File: config.mk
export PLATFORM = sky130hd
export DESIGN_NAME = config_source_arbiter
export DESIGN_NICKNAME = d
export VERILOG_FILES = /design/src/rtl/config_pkg.sv /design/src/rtl/config_rr_pick.sv /design/src/rtl/config_source_arbiter.sv
export SDC_FILE = /design/constraint.sdc
export NUM_CORES = 1
export LEC_CHECK = 0
export ABC_AREA = 1
export BUFFER_PORTS_ARGS = -buffer_cell sky130_fd_sc_hd__buf_2
export CAP_MARGIN = 20
export CORE_ASPECT_RATIO = 1.2
export CORE_MARGIN = 4
export CORE_UTILIZATION = 30
export CTS_CLUSTER_SIZE = 20
export DETAILED_ROUTE_END_ITERATION = 8
export SLEW_MARGIN = 40
export SYNTH_ARGS = -nofsm -noshare
export SYNTH_HDL_FRONTEND = slang
export SYNTH_SLANG_ARGS = --single-unit
File: constraint.sdc
create_clock -name CLK -period 1.9 [get_ports CLK]
set_input_delay 0.19 -clock CLK [delete_from_list [all_inputs] [get_ports CLK]]
set_output_delay 0.19 -clock CLK [all_outputs]
set_load 0.01 [all_outputs]
File: src/rtl/config_pkg.sv
// Shared types and helpers for the configuration source arbiter.
// Holds the FSM state encoding, the priority mode constants and a constant clog2.
package config_pkg;

  typedef enum logic [1:0] {
    ST_IDLE  = 2'd0,
    ST_OWNED = 2'd1,
    ST_DRAIN = 2'd2
  } state_t;

  localparam int PRIO_FIXED = 0;
  localparam int PRIO_RR    = 1;

  function automatic int clog2(input int value);
    int r;
    r = 0;
    for (int i = 0; i < 31; i++) begin
      if ((1 << i) < value) r = i + 1;
    end
    return r;
  endfunction

endpackage

File: src/rtl/config_rr_pick.sv
// Combinational masked priority picker: first eligible index at or after pointer, wrapping.
// A pointer of zero gives plain lowest-index-wins fixed priority.
module config_rr_pick #(
  parameter int N  = 4,
  parameter int PW = 2
) (
  input  logic [N-1:0]  eligible,
  input  logic [PW-1:0] pointer,
  output logic [N-1:0]  winner,
  output logic [PW-1:0] winner_idx,
  output logic          found
);

  // Two passes: indices at/after the pointer first, then wrap around from zero.
  always_comb begin
    winner     = '0;
    winner_idx = '0;
    found      = 1'b0;
    for (int i = 0; i < N; i++) begin
      if (!found && eligible[i] && (i >= int'(pointer))) begin
        winner[i]  = 1'b1;
        winner_idx = PW'(i);
        found      = 1'b1;
      end
    end
    for (int i = 0; i < N; i++) begin
      if (!found && eligible[i]) begin
        winner[i]  = 1'b1;
        winner_idx = PW'(i);
        found      = 1'b1;
      end
    end
  end

endmodule

File: src/rtl/config_source_arbiter.sv
// N-channel arbiter granting one configuration write source a locked session at a time.
// Forwarded strobe/data are registered (1-cycle latency); every release passes through a 1-cycle DRAIN.
module config_source_arbiter
  import config_pkg::*;
#(
  parameter int NumberOfChannels = 4,
  parameter int DataWidth        = 32,
  parameter int PriorityMode     = PRIO_FIXED,
  parameter int IdleTimeout      = 1023,
  parameter int CountWidth       = 16
) (
  input  logic                                  CLK,
  input  logic                                  Resetn,
  input  logic [NumberOfChannels-1:0]           ChActive,
  input  logic [NumberOfChannels*DataWidth-1:0] ChWriteData,
  input  logic [NumberOfChannels-1:0]           ChWriteStrobe,
  output logic [DataWidth-1:0]                  WriteData,
  output logic                                  WriteStrobe,
  output logic                                  SessionActive,
  output logic                                  SessionStart,
  output logic [NumberOfChannels-1:0]           Grant,
  output logic [CountWidth-1:0]                 WordCount,
  output logic                                  TimeoutFlag
);

  localparam int N  = NumberOfChannels;
  localparam int PW = (N > 1) ? clog2(N) : 1;
  localparam int IW = (IdleTimeout > 0) ? clog2(IdleTimeout + 1) : 1;

  localparam bit             RrMode    = (PriorityMode == PRIO_RR);
  localparam bit             TimeoutOn = (IdleTimeout != 0);
  localparam logic [IW-1:0]  IdleMax   = IW'(IdleTimeout);
  localparam logic [PW-1:0]  LastIdx   = PW'(N - 1);

  state_t         state_q, state_d;
  logic [N-1:0]   mask_q, mask_d;
  logic [PW-1:0]  ptr_q, ptr_d;
  logic [PW-1:0]  owner_q;
  logic [IW-1:0]  idle_q;

  logic [N-1:0]   eligible;
  logic [PW-1:0]  pick_ptr;
  logic [N-1:0]   pick_onehot;
  logic [PW-1:0]  pick_idx;
  logic           pick_any;

  logic                 own_act;
  logic                 own_stb;
  logic [DataWidth-1:0] own_dat;
  logic                 lower_req;

  logic rel_drop, rel_tmo, rel_pre;
  logic release_now, timeout_now, start_now;

  assign eligible = ChActive & ~mask_q;
  assign pick_ptr = RrMode ? ptr_q : '0;

  config_rr_pick #(
    .N  (N),
    .PW (PW)
  ) u_pick (
    .eligible   (eligible),
    .pointer    (pick_ptr),
    .winner     (pick_onehot),
    .winner_idx (pick_idx),
    .found      (pick_any)
  );

  // Owner-side view of the source ports, plus any eligible request above the owner.
  always_comb begin
    own_act   = 1'b0;
    own_stb   = 1'b0;
    own_dat   = '0;
    lower_req = 1'b0;
    for (int i = 0; i < N; i++) begin
      if (owner_q == PW'(i)) begin
        own_act = ChActive[i];
        own_stb = ChWriteStrobe[i];
        own_dat = ChWriteData[i*DataWidth +: DataWidth];
      end
      if ((i < int'(owner_q)) && eligible[i]) lower_req = 1'b1;
    end
  end

  assign rel_drop = !own_act;
  assign rel_tmo  = TimeoutOn && !own_stb && (idle_q == IdleMax);
  assign rel_pre  = !RrMode && lower_req;

  always_comb begin
    state_d     = state_q;
    release_now = 1'b0;
    timeout_now = 1'b0;
    start_now   = 1'b0;
    case (state_q)
      ST_IDLE: begin
        if (pick_any) begin
          state_d   = ST_OWNED;
          start_now = 1'b1;
        end
      end
      ST_OWNED: begin
        if (rel_drop) begin
          state_d     = ST_DRAIN;
          release_now = 1'b1;
        end else if (rel_tmo) begin
          state_d     = ST_DRAIN;
          release_now = 1'b1;
          timeout_now = 1'b1;
        end else if (rel_pre) begin
          state_d     = ST_DRAIN;
          release_now = 1'b1;
        end
      end
      ST_DRAIN: state_d = ST_IDLE;
      default:  state_d = ST_IDLE;
    endcase
  end

  // A timed-out channel stays masked until it drops its request.
  always_comb begin
    mask_d = mask_q & ChActive;
    if (timeout_now) mask_d[owner_q] = 1'b1;
    ptr_d = ptr_q;
    if (release_now && RrMode) ptr_d = (owner_q == LastIdx) ? '0 : owner_q + 1'b1;
  end

  always_ff @(posedge CLK or negedge Resetn) begin
    if (!Resetn) begin
      state_q <= ST_IDLE;
      mask_q  <= '0;
      ptr_q   <= '0;
    end else begin
      state_q <= state_d;
      mask_q  <= mask_d;
      ptr_q   <= ptr_d;
    end
  end

  always_ff @(posedge CLK or negedge Resetn) begin
    if (!Resetn) begin
      owner_q       <= '0;
      idle_q        <= '0;
      WriteData     <= '0;
      WriteStrobe   <= 1'b0;
      SessionActive <= 1'b0;
      SessionStart  <= 1'b0;
      Grant         <= '0;
      WordCount     <= '0;
      TimeoutFlag   <= 1'b0;
    end else begin
      SessionStart <= start_now;
      WriteStrobe  <= (state_q == ST_OWNED) && own_stb;
      if ((state_q == ST_OWNED) && own_stb) WriteData <= own_dat;

      if (start_now) begin
        owner_q       <= pick_idx;
        Grant         <= pick_onehot;
        SessionActive <= 1'b1;
        WordCount     <= '0;
        idle_q        <= '0;
        TimeoutFlag   <= 1'b0;
      end else if (state_q == ST_OWNED) begin
        if (own_stb) begin
          idle_q <= '0;
          if (WordCount != '1) WordCount <= WordCount + 1'b1;
        end else if (TimeoutOn && (idle_q != IdleMax)) begin
          idle_q <= idle_q + 1'b1;
        end
        if (release_now) begin
          Grant         <= '0;
          SessionActive <= 1'b0;
        end
        if (timeout_now) TimeoutFlag <= 1'b1;
      end
    end
  end

endmodule

==> flow_metrics.env, run 1 <==
export IMPL_status="finished, final reports clean"
export IMPL_worst_pin_slew_ns=0.423
export IMPL_antenna_cells=0
export IMPL_clkLatencyLatePin_ns=0.33
export IMPL_vias_per_cell=4.67
export IMPL_hold_class="in2reg"
export IMPL_tns_ns=0
export IMPL_slew_viol_final=0
export IMPL_setup_viol=0
export IMPL_syn2layout_area_growth_pct=37.8
export IMPL_synth_area_leaders="dfrtp_1 (41%), nand2_1 (24%), nand3_1 (6.0%), nand4_1 (5.0%), o21ai_0 (4.9%)"
export IMPL_dp_hpwl_mm=11.1
export IMPL_clkTransAtPathRegs_ns=0.06
export IMPL_grt_overflow_total=0
export IMPL_clk_path_buf_depth=2
export IMPL_synthFlopType="dfrtp_1"
export IMPL_seq_area_um2=1850
export IMPL_syn_avg_cell_area_um2=6.84
export IMPL_max_freq_ghz=0.567
export IMPL_wl_per_cell_um=13.9
export IMPL_first_pass_iters=5
export IMPL_synth_nets=795
export IMPL_place_ws_ns=0.0753
export IMPL_antenna_found_initial=1
export IMPL_peakVddDrop_uv=457
export IMPL_finClkSkew_ns=0.00984
export IMPL_ys_warn_count=0
export IMPL_grtUsageTotal_pct=17.6
export IMPL_synth_area_um2=4480
export IMPL_cp_cell_sequence="nor2_4 -> nand2_1 -> nand3_1 -> nand2_4 -> nor2_8 -> nand2_4 -> buf_12 -> buf_4 -> nand3_1 -> nand2_1"
export IMPL_yosysTopAreaCell="dfrtp_1"
export IMPL_nNetsFinal=998
export IMPL_antenna_left=0
export IMPL_synth_top_area_share_pct=41.3
export IMPL_die_w_um=120
export IMPL_grt_pass1_wl_mm=24.0
export IMPL_final_common_cell="nand2_1"
export IMPL_slowest_delay_ns=0.47
export IMPL_synthArstFlopShare_pct=100
export IMPL_die_area_um2=17000
export IMPL_ys_ff_latch=74
export IMPL_crit_path_top_delay_cell="dfrtp_1"
export IMPL_start_util_pct=30.8
export IMPL_numCtsBuffers=9
export IMPL_min_period_ns=1.76
export IMPL_grt_max_degree=75
export IMPL_cts_root_buffer="clkbuf_16"
export IMPL_hold_path_depth=3
export IMPL_ys_types=29
export IMPL_cp_top_family="simple AND/OR/NAND/NOR gates"
export IMPL_finalCritPeriodShare_pct=92.8
export IMPL_fillCellCount=1632
export IMPL_critPathBufInv=2
export IMPL_finalHoldViolCount=0
export IMPL_required_ns=2.12
export IMPL_finalWeightedCongestion=0.841
export IMPL_arrival_ns=1.98
export IMPL_htree_levels=3
export IMPL_end_kind="flop"
export IMPL_power_uw=8320
export IMPL_syn_inst=655
export IMPL_drt_wl_total_mm=14.7
export IMPL_cap_violations=0
export IMPL_drive_gt1_share_pct=29.2
export IMPL_synth_edf_count=0
export IMPL_num_io_pins=194
export IMPL_grt_pass1_vias=4882
export IMPL_r2r_cells=10
export IMPL_multi_input_area_um2=2360
export IMPL_slew_headroom_pct=71.8
export IMPL_startpoint_type="flop"
export IMPL_crit_cells=10
export IMPL_cts_sinks=74
export IMPL_vias=4961
export IMPL_power_density_nw_per_um2=1350
export IMPL_drtIter0Drc=202
export IMPL_fin_ws_ns=0.137
export IMPL_yosysSeqAreaShare_pct=41.3
export IMPL_core_um2=14500
export IMPL_io_buffer_count=193
export IMPL_crit_type="reg2reg"
export IMPL_fp_dieH_um=142
export IMPL_rows=48
export IMPL_cts_tree="built"
export IMPL_drc_errors=0
export IMPL_final_cell_mix="nand2_1 (292), buf_2 (192), dfrtp_1 (73)"
export IMPL_cp_max_fo=8
export IMPL_cellLeakagePower_uw=0.00328
## metal layers
metal  track usage, %  up-vias  routed length [um]
met5                0        -                  15
met4             5.37        2                 190
met3             3.79       12                 814
met2             31.1      178                7320
met1             21.6     2263                6380
li1                 -     2506                   -
## cell families (layout without fill, tap and decap cells)
| kind of cell | count (synthesis) | count (layout) | synth area share (%) |
|---|---|---|---|
| XOR/XNOR | 15 | 15 | 2.93 |
| buffers and inverters | 62 | 269 | 6.06 |
| AND/OR/NAND/NOR | 452 | 452 | 43.2 |
| flip-flops | 74 | 74 | 41.3 |
| AO/OA/AOI/OAI | 50 | 50 | 5.87 |
| adder cells (fa/ha/maj) | 2 | 2 | 0.559 |
## area by class of cell
type	instances	share of cell area, %
multi-input combinational	519	38.3
sequential	74	30.0
timing repair buffer	223	20.4
tap	200	4.05
clock buffer	10	3.71
inverter	31	1.89
clock inverter	5	1.68
## where the power goes
group | internal [uW] | switching [uW] | total (uW)
registers | 2040 | 264 | 2300
logic | 1440 | 2660 | 4100
clock network | 1280 | 643 | 1920
## repair_timing
action,4_1_cts,5_1_grt
hold endpoints to repair,74,0
gates resized for setup,0,1
endpoints found under the setup margin,0,20
buffers inserted,0,8
hold buffers,1,0
## synth_stat cells (2+ instances only)
library cell and count:
nand3b_1 2, xnor2_1 5, dfrtp_1 74, clkbuf_1 16
xor2_1 10, nand3_1 54, o21bai_1 4, nand2_2 4
nand4_1 36, ha_1 2, buf_6 3, o21ai_0 44
buf_2 10, nand2_1 292, inv_1 29, nand2_4 4
nor2_1 54
## flip-flops by register name (all words and copies together) (netlist names)
register	cells
WriteData	32
TimeoutFlag	1
mask_q	4
idle_q	10
WriteStrobe	1
SessionStart	1
owner_q	2
SessionActive	1
state_q	2
Grant	4
WordCount	16
## through the flow
stage	utilization (%)	area, um^2	hold WS, ns	instances
final	42.5	6170	0.107	1062
after global routing	42.5	6170	0.136	1062
after CTS	42.0	6100	0.0841	1054
after detailed placement	39.6	5760	0.256	1038
after global placement	39.6	5760	0.249	1038
after floorplan	-	4480	-0.106	655
## worst paths after layout
| check | from | to | slack (ns) |
|---|---|---|---|
| max | owner_q[0]$_DFFE_PN0P_ | WordCount[10]$_DFFE_PN0P_ | 0.14 |
| min | ChActive[3] | mask_q[3]$_DFF_PN0_ | 0.11 |
| max reg2reg | owner_q[0]$_DFFE_PN0P_ | WordCount[10]$_DFFE_PN0P_ | 0.14 |
| min reg2reg | SessionActive$_DFFE_PN0P_ | SessionActive$_DFFE_PN0P_ | 0.47 |
| max in group asynchronous | Resetn | WriteData[12]$_DFFE_PN0P_ | 1.13 |
| min in group asynchronous | Resetn | WordCount[6]$_DFFE_PN0P_ | 0.43 |
## worst min-delay path: stages
cell and delay, ns:
buf_2 0.10, nand2_1 0.05, o21ai_0 0.06
Note: power is estimated with default switching activity, not from simulation.
==> run 2, diff against run 1 <==
--- a/config.mk
+++ b/config.mk
@@ -13,6 +13,7 @@
 export CORE_UTILIZATION = 30
 export CTS_CLUSTER_SIZE = 20
 export DETAILED_ROUTE_END_ITERATION = 8
+export SETUP_SLACK_MARGIN = 0.3
 export SLEW_MARGIN = 40
 export SYNTH_ARGS = -nofsm -noshare
 export SYNTH_HDL_FRONTEND = slang
==> run 2 against run 1 <==
Setup slack better by 0.20 ns; sequential power hardly changed; combinational power grew 7.3%; power is 5.9% higher; sequential share of layout area down 1.1 points; final area is 4.2% higher; core utilization increased by 1.8 points; hold slack worse by 0.023 ns; register-to-register slack better by 0.20 ns.
==> flow_metrics.env, run 2 (same netlist as run 1, synthesis figures left out) <==
export IMPL_status="finished, final reports clean"
export IMPL_grt_pass1_wl_mm=24.0
export IMPL_cap_violations=0
export IMPL_crit_path_top_delay_cell="dfrtp_2"
export IMPL_nNetsFinal=1006
export IMPL_io_buffer_count=193
export IMPL_antenna_left=0
export IMPL_setup_viol=0
export IMPL_die_w_um=120
export IMPL_grt_pass1_vias=4912
export IMPL_numCtsBuffers=9
export IMPL_clk_path_buf_depth=2
export IMPL_grt_max_degree=45
export IMPL_regToRegStartpoint="owner_q[1]$_DFFE_PN0P_"
export IMPL_end_kind="flop"
export IMPL_critPathBufInv=1
export IMPL_cts_tree="built"
export IMPL_r2r_cells=9
export IMPL_drtIter0Drc=200
export IMPL_clkLatencyLatePin_ns=0.33
export IMPL_finalHoldViolCount=0
export IMPL_cts_root_buffer="clkbuf_16"
export IMPL_power_density_nw_per_um2=1370
export IMPL_dp_cells=1039
export IMPL_worst_pin_slew_ns=0.606
export IMPL_cp_top_family="simple AND/OR/NAND/NOR gates"
export IMPL_start_util_pct=30.8
export IMPL_crit_cells=9
export IMPL_rows=48
export IMPL_finClkSkew_ns=0.00538
export IMPL_drc_errors=0
export IMPL_hold_path_depth=3
export IMPL_startpoint_type="flop"
export IMPL_final_cell_mix="nand2_1 (284), buf_2 (192), dfrtp_1 (68)"
export IMPL_tns_ns=0
export IMPL_grtUsageTotal_pct=17.5
export IMPL_regMostFlops="WriteData"
export IMPL_cellLeakagePower_uw=0.00338
export IMPL_min_period_ns=1.56
export IMPL_clkTransAtPathRegs_ns=0.06
export IMPL_hp_start="ChActive[3]"
export IMPL_first_pass_iters=5
export IMPL_wl_per_cell_um=14.0
export IMPL_cts_sinks=74
export IMPL_vias=5028
export IMPL_slew_headroom_pct=59.6
export IMPL_cp_max_fo=8
export IMPL_fin_cells=1072
export IMPL_core_um2=14500
export IMPL_arrival_ns=1.78
export IMPL_cp_cell_sequence="nor2_4 -> nand2_1 -> nand3_2 -> nand2_4 -> nor2_8 -> nand2_8 -> buf_6 -> o21bai_1 -> nor2_1"
export IMPL_largest_register_ffs=32
export IMPL_die_area_um2=17000
export IMPL_ff2ff_setup_slack_ns=0.34
export IMPL_hold_path_end="mask_q[3]$_DFF_PN0_"
export IMPL_r2r_end="WordCount[12]$_DFFE_PN0P_"
export IMPL_top_regs="WriteData: 32 flops, WordCount: 16 flops, idle_q: 10 flops"
export IMPL_vias_per_cell=4.69
export IMPL_antenna_found_initial=0
export IMPL_fp_dieH_um=142
export IMPL_slowest_delay_ns=0.46
export IMPL_syn2layout_area_growth_pct=43.6
export IMPL_crit_type="reg2reg"
export IMPL_max_freq_ghz=0.640
export IMPL_slew_viol_final=0
export IMPL_dp_hpwl_mm=11.3
export IMPL_rsz0062_at_grt="true"
export IMPL_drt_wl_total_mm=15.0
export IMPL_grt_overflow_total=0
export IMPL_hold_class="in2reg"
export IMPL_drive_gt1_share_pct=33.3
export IMPL_num_io_pins=194
export IMPL_utilization_pct=44.2
export IMPL_finalWeightedCongestion=0.828
export IMPL_finalCritPeriodShare_pct=82.2
export IMPL_required_ns=2.12
export IMPL_htree_levels=3
export IMPL_final_common_cell="nand2_1"
export IMPL_peakVddDrop_uv=743
-- run 2: through the flow --
stage               hold WS (ns)  total power [uW]  worst slack, ns  cell area (um^2)
floorplan                 -0.106              4840            0.315              4490
global placement           0.250              6390            0.216              5770
detailed placement         0.258              6410            0.193              5770
CTS                       0.0686              8660            0.255              6220
global route               0.114              9510            0.235              6430
finish                    0.0834              8810            0.338              6430
-- run 2: how the worst max path moves through the flow --
stage	from	to	slack, ns
global placement	idle_q[1]$_DFFE_PN0P_	idle_q[2]$_DFFE_PN0P_	0.22
global route	owner_q[0]$_DFFE_PN0P_	WordCount[12]$_DFFE_PN0P_	0.23
floorplan	WordCount[1]$_DFFE_PN0P_	WordCount[10]$_DFFE_PN0P_	0.32
detailed placement	idle_q[1]$_DFFE_PN0P_	idle_q[2]$_DFFE_PN0P_	0.19
finish	owner_q[1]$_DFFE_PN0P_	WordCount[12]$_DFFE_PN0P_	0.34
CTS	owner_q[0]$_DFFE_PN0P_	WordCount[12]$_DFFE_PN0P_	0.25
-- run 2: where the power goes --
part	total, uW	leakage (uW)	switching [uW]	internal, uW
Sequential	2320	0.000964	275	2040
Clock	2100	0.000180	648	1450
Combinational	4400	0.00224	2790	1610
-- run 2: timing repair --
| action | in CTS | in global routing |
|---|---|---|
| hold endpoints to repair | 42 | 0 |
| setup buffers | 3 | 11 |
| hold buffers | 1 | 0 |
| setup endpoints to repair | 67 | 72 |
| gates cloned | 0 | 1 |
| resized for setup | 10 | 43 |
| pin swaps | 3 | 15 |
-- run 2: metal layers --
metal | up-vias | GRT usage [%] | part of all wire, %
met5 | - | 0 | 0
met4 | 0 | 4.76 | 1.5
met3 | 15 | 4.67 | 7.0
met2 | 175 | 31.6 | 51
met1 | 2306 | 20.4 | 41
li1 | 2532 | - | -
-- run 2: final cells by class --
class                      instances  area [um^2]
fill                            1581         8100
clock buffer                      11          243
timing repair buffer             231         1330
antenna                            1         2.50
multi-input combinational        519         2510
inverter                          31          119
clock inverter                     5          125
sequential                        74         1860
tap                              200          250
-- run 2: worst min-delay path: stages --
cell and delay [ns]:
buf_2 0.08, nand2_1 0.04, o21ai_1 0.06
==> run 3, diff against run 2 <==
==> constraint.sdc (replaced) <==
create_clock -name CLK -period 1.35 [get_ports CLK]
set_input_delay 0.135 -clock CLK [delete_from_list [all_inputs] [get_ports CLK]]
set_output_delay 0.135 -clock CLK [all_outputs]
set_load 0.01 [all_outputs]
==> run 3 against run 2 <==
The flow now finishes with violations (setup timing); global-route usage up 1.6 points; cell count increased by 7.4%; non-clock buffer count is 79 higher; wire length increased by 11%; sequential share of layout area shrank 4.3 points; flip-flop and latch count unchanged; register-to-register slack got worse by 0.53 ns; clock skew up 0.0037 ns; highest routed layer unchanged.
==> flow_metrics.env, run 3 (same netlist as run 1, synthesis figures left out) <==
export IMPL_status="finished with violations"
export IMPL_violations="setup timing"
export IMPL_cts_tree="built"
export IMPL_core_um2=14500
export IMPL_grt_pass1_wl_mm=25.8
export IMPL_placed_area_um2=6350
export IMPL_hold_path_depth=3
export IMPL_crit_type="reg2reg"
export IMPL_hold_class="in2reg"
export IMPL_grt_overflow_total=0
export IMPL_regToRegStartpoint="owner_q[1]$_DFFE_PN0P_"
export IMPL_startpoint_type="flop"
export IMPL_p_switching_uw=6050
export IMPL_p_comb_share_pct=58.7
export IMPL_cellLeakagePower_uw=0.00390
export IMPL_grt_max_degree=33
export IMPL_finalWeightedCongestion=0.837
export IMPL_utilization_pct=52.0
export IMPL_start_util_pct=30.8
export IMPL_grt_pass1_vias=5243
export IMPL_final_cell_mix="nand2_1 (274), buf_2 (176), buf_4 (74)"
export IMPL_dp_cells=1102
export IMPL_nNetsFinal=1086
export IMPL_max_freq_ghz=0.648
export IMPL_power_uw=14200
export IMPL_first_pass_iters=4
export IMPL_num_io_pins=194
export IMPL_syn2layout_area_growth_pct=68.7
export IMPL_power_density_nw_per_um2=1880
export IMPL_io_buffer_count=193
export IMPL_peakVddDrop_uv=1120
export IMPL_slowest_delay_ns=0.46
export IMPL_antenna_found_initial=0
export IMPL_regMostFlops="WriteData"
export IMPL_p_sw_share_pct=42.7
export IMPL_cp_cell_sequence="nor2_4 -> nand2_2 -> nand3_2 -> nand2_8 -> nor2_8 -> nand2_8 -> buf_6 -> o21bai_1 -> nor2_1"
export IMPL_fin_area_um2=7560
export IMPL_cap_violations=0
export IMPL_clk_path_buf_depth=2
export IMPL_finalHoldViolCount=0
export IMPL_arrival_ns=1.77
export IMPL_antenna_cells=0
export IMPL_drt_wl_total_mm=16.7
export IMPL_power_internal_uw=8130
export IMPL_top_regs="WriteData: 32 flops, WordCount: 16 flops, idle_q: 10 flops"
export IMPL_wl_per_cell_um=14.5
export IMPL_worst_pin_slew_ns=0.316
export IMPL_rsz0062_at_grt="true"
export IMPL_htree_levels=3
export IMPL_rows=48
export IMPL_r2r_cells=9
export IMPL_hp_start="ChActive[3]"
export IMPL_drc_errors=0
export IMPL_die_w_um=120
export IMPL_slew_headroom_pct=78.9
export IMPL_setup_viol=72
export IMPL_cts_sinks=74
export IMPL_hold_path_end="mask_q[3]$_DFF_PN0_"
export IMPL_finalCritPeriodShare_pct=114
export IMPL_startpoint="owner_q[1]$_DFFE_PN0P_"
export IMPL_drtIter0Drc=225
export IMPL_slew_viol_final=0
export IMPL_finClkSkew_ns=0.00910
export IMPL_r2r_end="WordCount[12]$_DFFE_PN0P_"
export IMPL_cts_root_buffer="clkbuf_16"
export IMPL_numCtsBuffers=9
export IMPL_antenna_left=0
export IMPL_vias=5344
export IMPL_required_ns=1.58
export IMPL_clkLatencyLatePin_ns=0.34
export IMPL_fp_dieH_um=142
export IMPL_die_area_um2=17000
export IMPL_vias_per_cell=4.64
export IMPL_fillCellCount=1460
export IMPL_fin_cells=1151
export IMPL_cp_max_fo=8
export IMPL_ff2ff_setup_slack_ns=-0.19
export IMPL_end_kind="flop"
export IMPL_grtUsageTotal_pct=19.0
export IMPL_crit_path_top_delay_cell="dfrtp_2"
export IMPL_dp_hpwl_mm=11.9
export IMPL_pwr_share_clk_pct=18.3
export IMPL_final_common_cell="nand2_1"
export IMPL_min_period_ns=1.54
export IMPL_fin_ws_ns=-0.192
export IMPL_pwr_share_seq_pct=23.1
export IMPL_cp_common_cell="nand2_8"
export IMPL_clkTransAtPathRegs_ns=0.06
export IMPL_drive_gt1_share_pct=43.7
export IMPL_largest_register_ffs=32
run 3: how the worst max path moves through the flow:
stage	endpoint	depth (start not counted)
global placement	WordCount[3]$_DFFE_PN0P_	10
finish	WordCount[12]$_DFFE_PN0P_	9
global route	WordCount[12]$_DFFE_PN0P_	9
CTS	WordCount[12]$_DFFE_PN0P_	9
detailed placement	mask_q[1]$_DFF_PN0_	8
floorplan	WordCount[10]$_DFFE_PN0P_	11
run 3: final cells by class:
type                       count  area (um^2)  area share [%]
clock inverter                 5         77.6            1.03
clock buffer                  11          243            3.21
tap                          200          250            3.31
multi-input combinational    520         2720            36.0
inverter                      31          129            1.71
timing repair buffer         310         2280            30.2
sequential                    74         1860            24.6
run 3: repair_timing:
| action | 4_1_cts | 5_1_grt |
|---|---|---|
| gates cloned | 5 | 2 |
| pin swaps | 31 | 13 |
| endpoints found under the hold margin | 18 | 0 |
| resized for setup | 82 | 65 |
| setup buffers | 16 | 9 |
| hold buffers | 1 | 0 |
| endpoints found under the setup margin | 90 | 93 |
run 3: routing by layer:
metal	GRT usage [%]	vias up	wire length, um
met4	5.49	0	304
met2	34.4	185	8650
met1	22.7	2451	6630
met3	4.15	22	1100
li1	-	2686	-
met5	0	-	0
run 3: per-stage QoR:
stage                     worst slack, ns  hold WS, ns  TNS (ns)
final                              -0.192       0.0187     -6.73
after global routing               -0.272       0.0434    -13.81
after CTS                          -0.146       0.0236     -6.52
after detailed placement           -0.217       0.0613     -9.76
after global placement             -0.203       0.0641     -7.63
after floorplan                    -0.207       -0.161     -6.75
run 3: critical path: cells and delay by family, from the launching register on:
| family | cells | cell delay (ns) |
|---|---|---|
| buf+inv | 1 | 0.14 |
| compound gates | 1 | 0.11 |
| flops | 1 | 0.46 |
| simple gates | 7 | 0.71 |
run 3: power groups by stage:
stage          Clock [uW]  Combinational (uW)  Sequential, uW
6_report             2590                8330            3270
5_1_grt              2740                9090            3350
4_1_cts              2640                7580            3270
3_5_place_dp            0                6490            3290
3_3_place_gp            0                6440            3260
2_1_floorplan           0                3520            3510
